===== config.mk =====
export PLATFORM = sky130hd
export DESIGN_NAME = bg_model_reader
export DESIGN_NICKNAME = d
export VERILOG_FILES = /design/src/rtl/bg_model_pkg.sv /design/src/rtl/bg_delay_line.sv /design/src/rtl/bg_model_reader.sv
export SDC_FILE = /design/constraint.sdc
export NUM_CORES = 1
export LEC_CHECK = 0
export CORE_MARGIN = 3
export CORE_UTILIZATION = 43
export CTS_CLUSTER_SIZE = 8
export DETAILED_ROUTE_END_ITERATION = 6
export PLACE_DENSITY = 0.75
export SLEW_MARGIN = 5
export SYNTH_ARGS = -nofsm -noshare
export SYNTH_HDL_FRONTEND = slang
export SYNTH_SLANG_ARGS = --single-unit
export TNS_END_PERCENT = 20

===== constraint.sdc =====
create_clock -name clk -period 1.5 [get_ports clk]
set_input_delay 0.225 -clock clk [delete_from_list [all_inputs] [get_ports clk]]
set_output_delay 0.225 -clock clk [all_outputs]
set_load 0.1 [all_outputs]

===== src/rtl/bg_model_pkg.sv =====
// Shared constants for the background-model frame store.
//   DATA_W        pixel / background sample width
//   ADDR_W        frame-store address width
//   FRAME_W/H     active frame geometry
//   FRAME_PIXELS  active pixels per frame (must be <= 2**ADDR_W)
//   RD_LAT        BRAM read latency in cycles (>= 1)
package bg_model_pkg;

  localparam int unsigned DATA_W       = 8;
  localparam int unsigned ADDR_W       = 17;
  localparam int unsigned FRAME_W      = 320;
  localparam int unsigned FRAME_H      = 240;
  localparam int unsigned FRAME_PIXELS = FRAME_W * FRAME_H;
  localparam int unsigned RD_LAT       = 2;

endpackage


===== src/rtl/bg_delay_line.sv =====
// Synchronous-reset shift register, DEPTH stages of W bits.
//   clk   rising-edge clock
//   rst   synchronous active-high reset, clears every stage
//   din   stage-0 input, shifted every clock
//   dout  output of the last stage (DEPTH cycles after din)
module bg_delay_line #(
  parameter int unsigned W     = 8,
  parameter int unsigned DEPTH = 2
) (
  input  logic         clk,
  input  logic         rst,
  input  logic [W-1:0] din,
  output logic [W-1:0] dout
);

  logic [W-1:0] stage_q [DEPTH];

  always_ff @(posedge clk) begin
    if (rst) begin
      for (int i = 0; i < int'(DEPTH); i++) stage_q[i] <= '0;
    end else begin
      stage_q[0] <= din;
      for (int i = 1; i < int'(DEPTH); i++) stage_q[i] <= stage_q[i-1];
    end
  end

  assign dout = stage_q[DEPTH-1];

endmodule


===== src/rtl/bg_model_reader.sv =====
// Read side of the background-model frame store. Issues one BRAM read per live
// pixel (same cycle, combinational address) and re-times the pixel stream by the
// BRAM latency so every output pixel is paired with its background sample and the
// address it came from (used by the update stage for write-back).
//   clk, rst              clock, synchronous active-high reset
//   in_de/vsync/pixel     input pixel stream (vsync = frame start level)
//   mem_rd_en/mem_addr    BRAM read request
//   mem_rdata             BRAM read data, RD_LAT cycles after the request
//   out_de/vsync/pixel    input stream delayed RD_LAT cycles
//   out_bg                background sample for out_pixel (mem_rdata, unregistered)
//   out_addr              address out_bg was read from
//   frame_err             sticky: a frame ran past FRAME_PIXELS
module bg_model_reader #(
  parameter int unsigned DATA_W       = bg_model_pkg::DATA_W,
  parameter int unsigned ADDR_W       = bg_model_pkg::ADDR_W,
  parameter int unsigned FRAME_PIXELS = bg_model_pkg::FRAME_PIXELS,
  parameter int unsigned RD_LAT       = bg_model_pkg::RD_LAT
) (
  input  logic              clk,
  input  logic              rst,
  input  logic              in_de,
  input  logic              in_vsync,
  input  logic [DATA_W-1:0] in_pixel,
  output logic              mem_rd_en,
  output logic [ADDR_W-1:0] mem_addr,
  input  logic [DATA_W-1:0] mem_rdata,
  output logic              out_de,
  output logic              out_vsync,
  output logic [DATA_W-1:0] out_pixel,
  output logic [DATA_W-1:0] out_bg,
  output logic [ADDR_W-1:0] out_addr,
  output logic              frame_err
);

  localparam int unsigned     DlW      = 2 + DATA_W + ADDR_W;
  localparam logic [ADDR_W-1:0] LastAddr = ADDR_W'(FRAME_PIXELS - 1);

  logic [ADDR_W-1:0] cnt_q, cnt_d;
  logic              wrap_pend_q, wrap_pend_d;
  logic              frame_err_q, frame_err_d;

  // wrap_pend: the last pixel slot of the frame was just used and no vsync has
  // followed yet; a further non-vsync pixel means the frame is too long.
  always_comb begin
    mem_rd_en   = in_de & ~rst;
    mem_addr    = in_vsync ? '0 : cnt_q;
    cnt_d       = cnt_q;
    wrap_pend_d = wrap_pend_q;
    frame_err_d = frame_err_q;
    if (in_vsync) begin
      // A pixel in the vsync cycle takes address 0, so the next one takes 1.
      cnt_d       = in_de ? ADDR_W'(1) : '0;
      wrap_pend_d = 1'b0;
    end else if (in_de) begin
      if (wrap_pend_q) frame_err_d = 1'b1;
      wrap_pend_d = (cnt_q == LastAddr);
      cnt_d       = (cnt_q == LastAddr) ? '0 : cnt_q + ADDR_W'(1);
    end
  end

  always_ff @(posedge clk) begin
    if (rst) begin
      cnt_q       <= '0;
      wrap_pend_q <= 1'b0;
      frame_err_q <= 1'b0;
    end else begin
      cnt_q       <= cnt_d;
      wrap_pend_q <= wrap_pend_d;
      frame_err_q <= frame_err_d;
    end
  end

  logic [DlW-1:0] dl_in, dl_out;

  assign dl_in = {in_de, in_vsync, in_pixel, mem_addr};

  bg_delay_line #(
    .W     (DlW),
    .DEPTH (RD_LAT)
  ) u_delay (
    .clk  (clk),
    .rst  (rst),
    .din  (dl_in),
    .dout (dl_out)
  );

  assign {out_de, out_vsync, out_pixel, out_addr} = dl_out;
  assign out_bg    = mem_rdata;
  assign frame_err = frame_err_q;

endmodule


==> results.tsv <==
stage	metric	value	unit
drt	remaining_drc_errors	0	
finish	drive_gt1_share	42.8	%
floorplanning	die_width	86.3	um
sta	slew_headroom	76.2	%
worst_hold_path	hold_class	primary input to flip-flop	
drt	route.vias.total	2281	
floorplanning	initial_utilization	45.5	%
grt	overflow	0	
sta	drv_slew	0	
floorplanning	design.core.area	6100	um^2
place	io_buffers	57	
clocking	cts.path.max_buffers	2	
clocking	ctsHtreeMaxLevel	3	
clocking	clk_pin_slew	0.07	ns
place	globalplace.congestion	0.874	
grt	grt_pass1_vias	2248	
synth	yosysWarnings	0	
place	dp_hpwl	4590	um
synth	synthSimpleGateAreaFrac	28.2	%
synth	synth_area	2780	um^2
floorplanning	placementRows	28	
floorplanning	dieArea	7450	um^2
sta	worstMarginPinSlew	0.354	ns
drt	first_iter_violations	247	
synth	synth_top_family_by_area	simple AND/OR/NAND/NOR gates	
synth	synth_adder_area_share	0.451	%
floorplanning	die_h	86.3	um
synth	synthTopCellsByCount	73 x dfxtp_1, 51 x nor2b_1, 33 x buf_4	
worst_setup_path	startpoint_type	flip-flop	
drt	routed_via_density	5.15	
finish	area_growth	61.8	%
synth	yosysSeqAreaShare	52.7	%
synth	synth_cells	288	
sta	timing.fmax	581	MHz
synth	synth_top_area_cell	dfxtp_1	
drt	ant_nets	0	
synth	synth-xor-area-share	1.89	%
clocking	cts_buffers	9	
synth	synth_top_cell_area_share	52.7	%
synth	synth.area.top_cells	dfxtp_1 53%, nor2b_1 11%, buf_4 8.9%, and2_1 3.6%, nor2_1 2.6%	
power	powerDensity	926	nW/um^2
power	power_leakage	1.76	nW
worst_setup_path	worstSetupPathType	flip-flop to flip-flop	
finish	layout.cells.non_filler	443	
sta	rsz0062_at_grt	yes	
finish	register_area	1480	um^2
sta	fin_tns_setup	-1.99	ns
sta	fin_crit_sh	115	%
run_status	outcome	finished, violations left	
worst_setup_path	cp-end-kind	flip-flop	
sta	hold_viol	0	
floorplanning	io_pins	74	
synth	synth_cell_types	37	
worst_setup_path	arrival	1.93	ns
synth	syn_nets	309	
sta	finClkSkew	0.00794	ns
clocking	cts_sinks	73	
synth	synth_mux_area_share	0.361	%
synth	synth_flop_cell	dfxtp_1	
finish	multi_input_area	1170	um^2
worst_setup_path	cp_max_fo	9	
finish	fillers	394	
worst_setup_path	required	1.70	ns
clocking	clk_latency	0.34	ns
grt	grt_pass1_wl	10900	um
synth	synth_seq_cells	73	
job	cap_violations	0	
clocking	cts_tree	done	
sta	layout_setup_ws	-0.222	ns
drt	wl_per_cell	16.4	um
grt	grt_use_total	18.9	%
drt	finalWirelength	7260	um
drt	drt_first_pass_iters	5	
grt	antenna_found_initial	1	
sta	setup_viol	16	
run_status	violations	negative setup slack	
synth	synth_edf_count	0	
synth	synth_compound_area_share	5.05	%
sta	period_needed	1.72	ns
finish	nets	383	
place	placed_cells_incl_taps	423	
grt	grt_start_max_net_pins	24	
power	finalPower	0.00416	W
synth	synth.most_common_cell	dfxtp_1	
clocking	holdBufCountCts	0	
power	peakVddDrop	0.000793	V
clocking	root_buffer	clkbuf_8	
synth	post_synth.cell_area_avg	9.64	um^2
synth	async_reset_ff_share	0	%
## registers in the layout, summed over array words and instances (netlist names)
name	count
frame_err	1
u_delay.stage_q	54
wrap_pend_q	1
cnt_q	17
## cells in the final DEF (no fill, tap or decap), types with 8 or more instances in the layout
cell and n:
nor2b_1 35, buf_4 41, clkbuf_8 13, nor2_1 16
buf_12 47, clkdlybuf4s50_1 8, buf_6 11, dfxtp_1 63
nor2b_4 14, nand2_1 13, and2_1 16
## report_power, final
group	internal (W)	leakage [nW]	switching, W
sequential	0.00196	0.599	0.0000169
clock	0.00113	0.126	0.000706
combinational	0.000142	1.04	0.000209
## critical path, stage by stage (launching register included)
cell and delay (ns):
dfxtp_1 0.39, buf_4 0.19, nand4_1 0.18, or2_2 0.40, o21ai_1 0.15, buf_4 0.15, o211ai_1 0.13
## repair_timing
item                                    CTS  global route
pin swaps                                 5             4
gates resized for setup                  20            24
buffers inserted                          3             0
endpoints found under the setup margin   34            29
## layout make-up
| cell class | instances | area share (%) |
|---|---|---|
| sequential | 73 | 33.0 |
| inverter | 3 | 0.251 |
| tap | 75 | 2.09 |
| clock buffer | 13 | 3.98 |
| timing repair buffer | 110 | 32.9 |
| clock inverter | 3 | 1.53 |
| multi-input combinational | 165 | 26.1 |
| antenna | 1 | 0.0557 |
## per-stage QoR
stage                     area (um^2)  utilization [%]  hold slack (ns)  setup WS, ns
after floorplan                  2880                -            0.353        -0.209
after global placement           4080             66.9            0.418        -0.210
after detailed placement         4080             66.9            0.426        -0.301
after CTS                        4400             72.1            0.424        -0.156
after global routing             4490             73.7            0.420        -0.262
final                            4490             73.7            0.429        -0.222
## per-layer routing
layer / GRT usage (%) / up-vias / routed length [um]
met5: 0 / - / 0
met4: 10.1 / 0 / 274
met3: 6.08 / 34 / 658
met2: 31.1 / 147 / 3730
met1: 21.9 / 1036 / 2600
li1: - / 1064 / -
## cells by family (layout without fill, tap and decap cells)
group / Yosys count / count (layout)
AND/OR/NAND/NOR: 134 / 134
buffers and inverters: 50 / 129
other: 0 / 1
XOR/XNOR: 6 / 6
AO/OA/AOI/OAI: 23 / 23
multiplexers: 1 / 1
adder cells (fa/ha/maj): 1 / 1
flip-flops: 73 / 73
## final timing paths
kind	slack (ns)	to	cells past startpoint	from
setup / recovery	-0.22	cnt_q[7]$_SDFFE_PP0P_	6	cnt_q[3]$_SDFFE_PP0P_
hold / removal	0.43	u_delay.stage_q[0][18]$_SDFF_PP0_	2	in_pixel[1]
setup reg to reg	-0.22	cnt_q[7]$_SDFFE_PP0P_	6	cnt_q[3]$_SDFFE_PP0P_
hold reg to reg	0.43	u_delay.stage_q[0][36]$_SDFF_PP0_	1	u_delay.stage_q[0][9]$_SDFF_PP0_
Note: power is estimated with default switching activity, not from simulation.
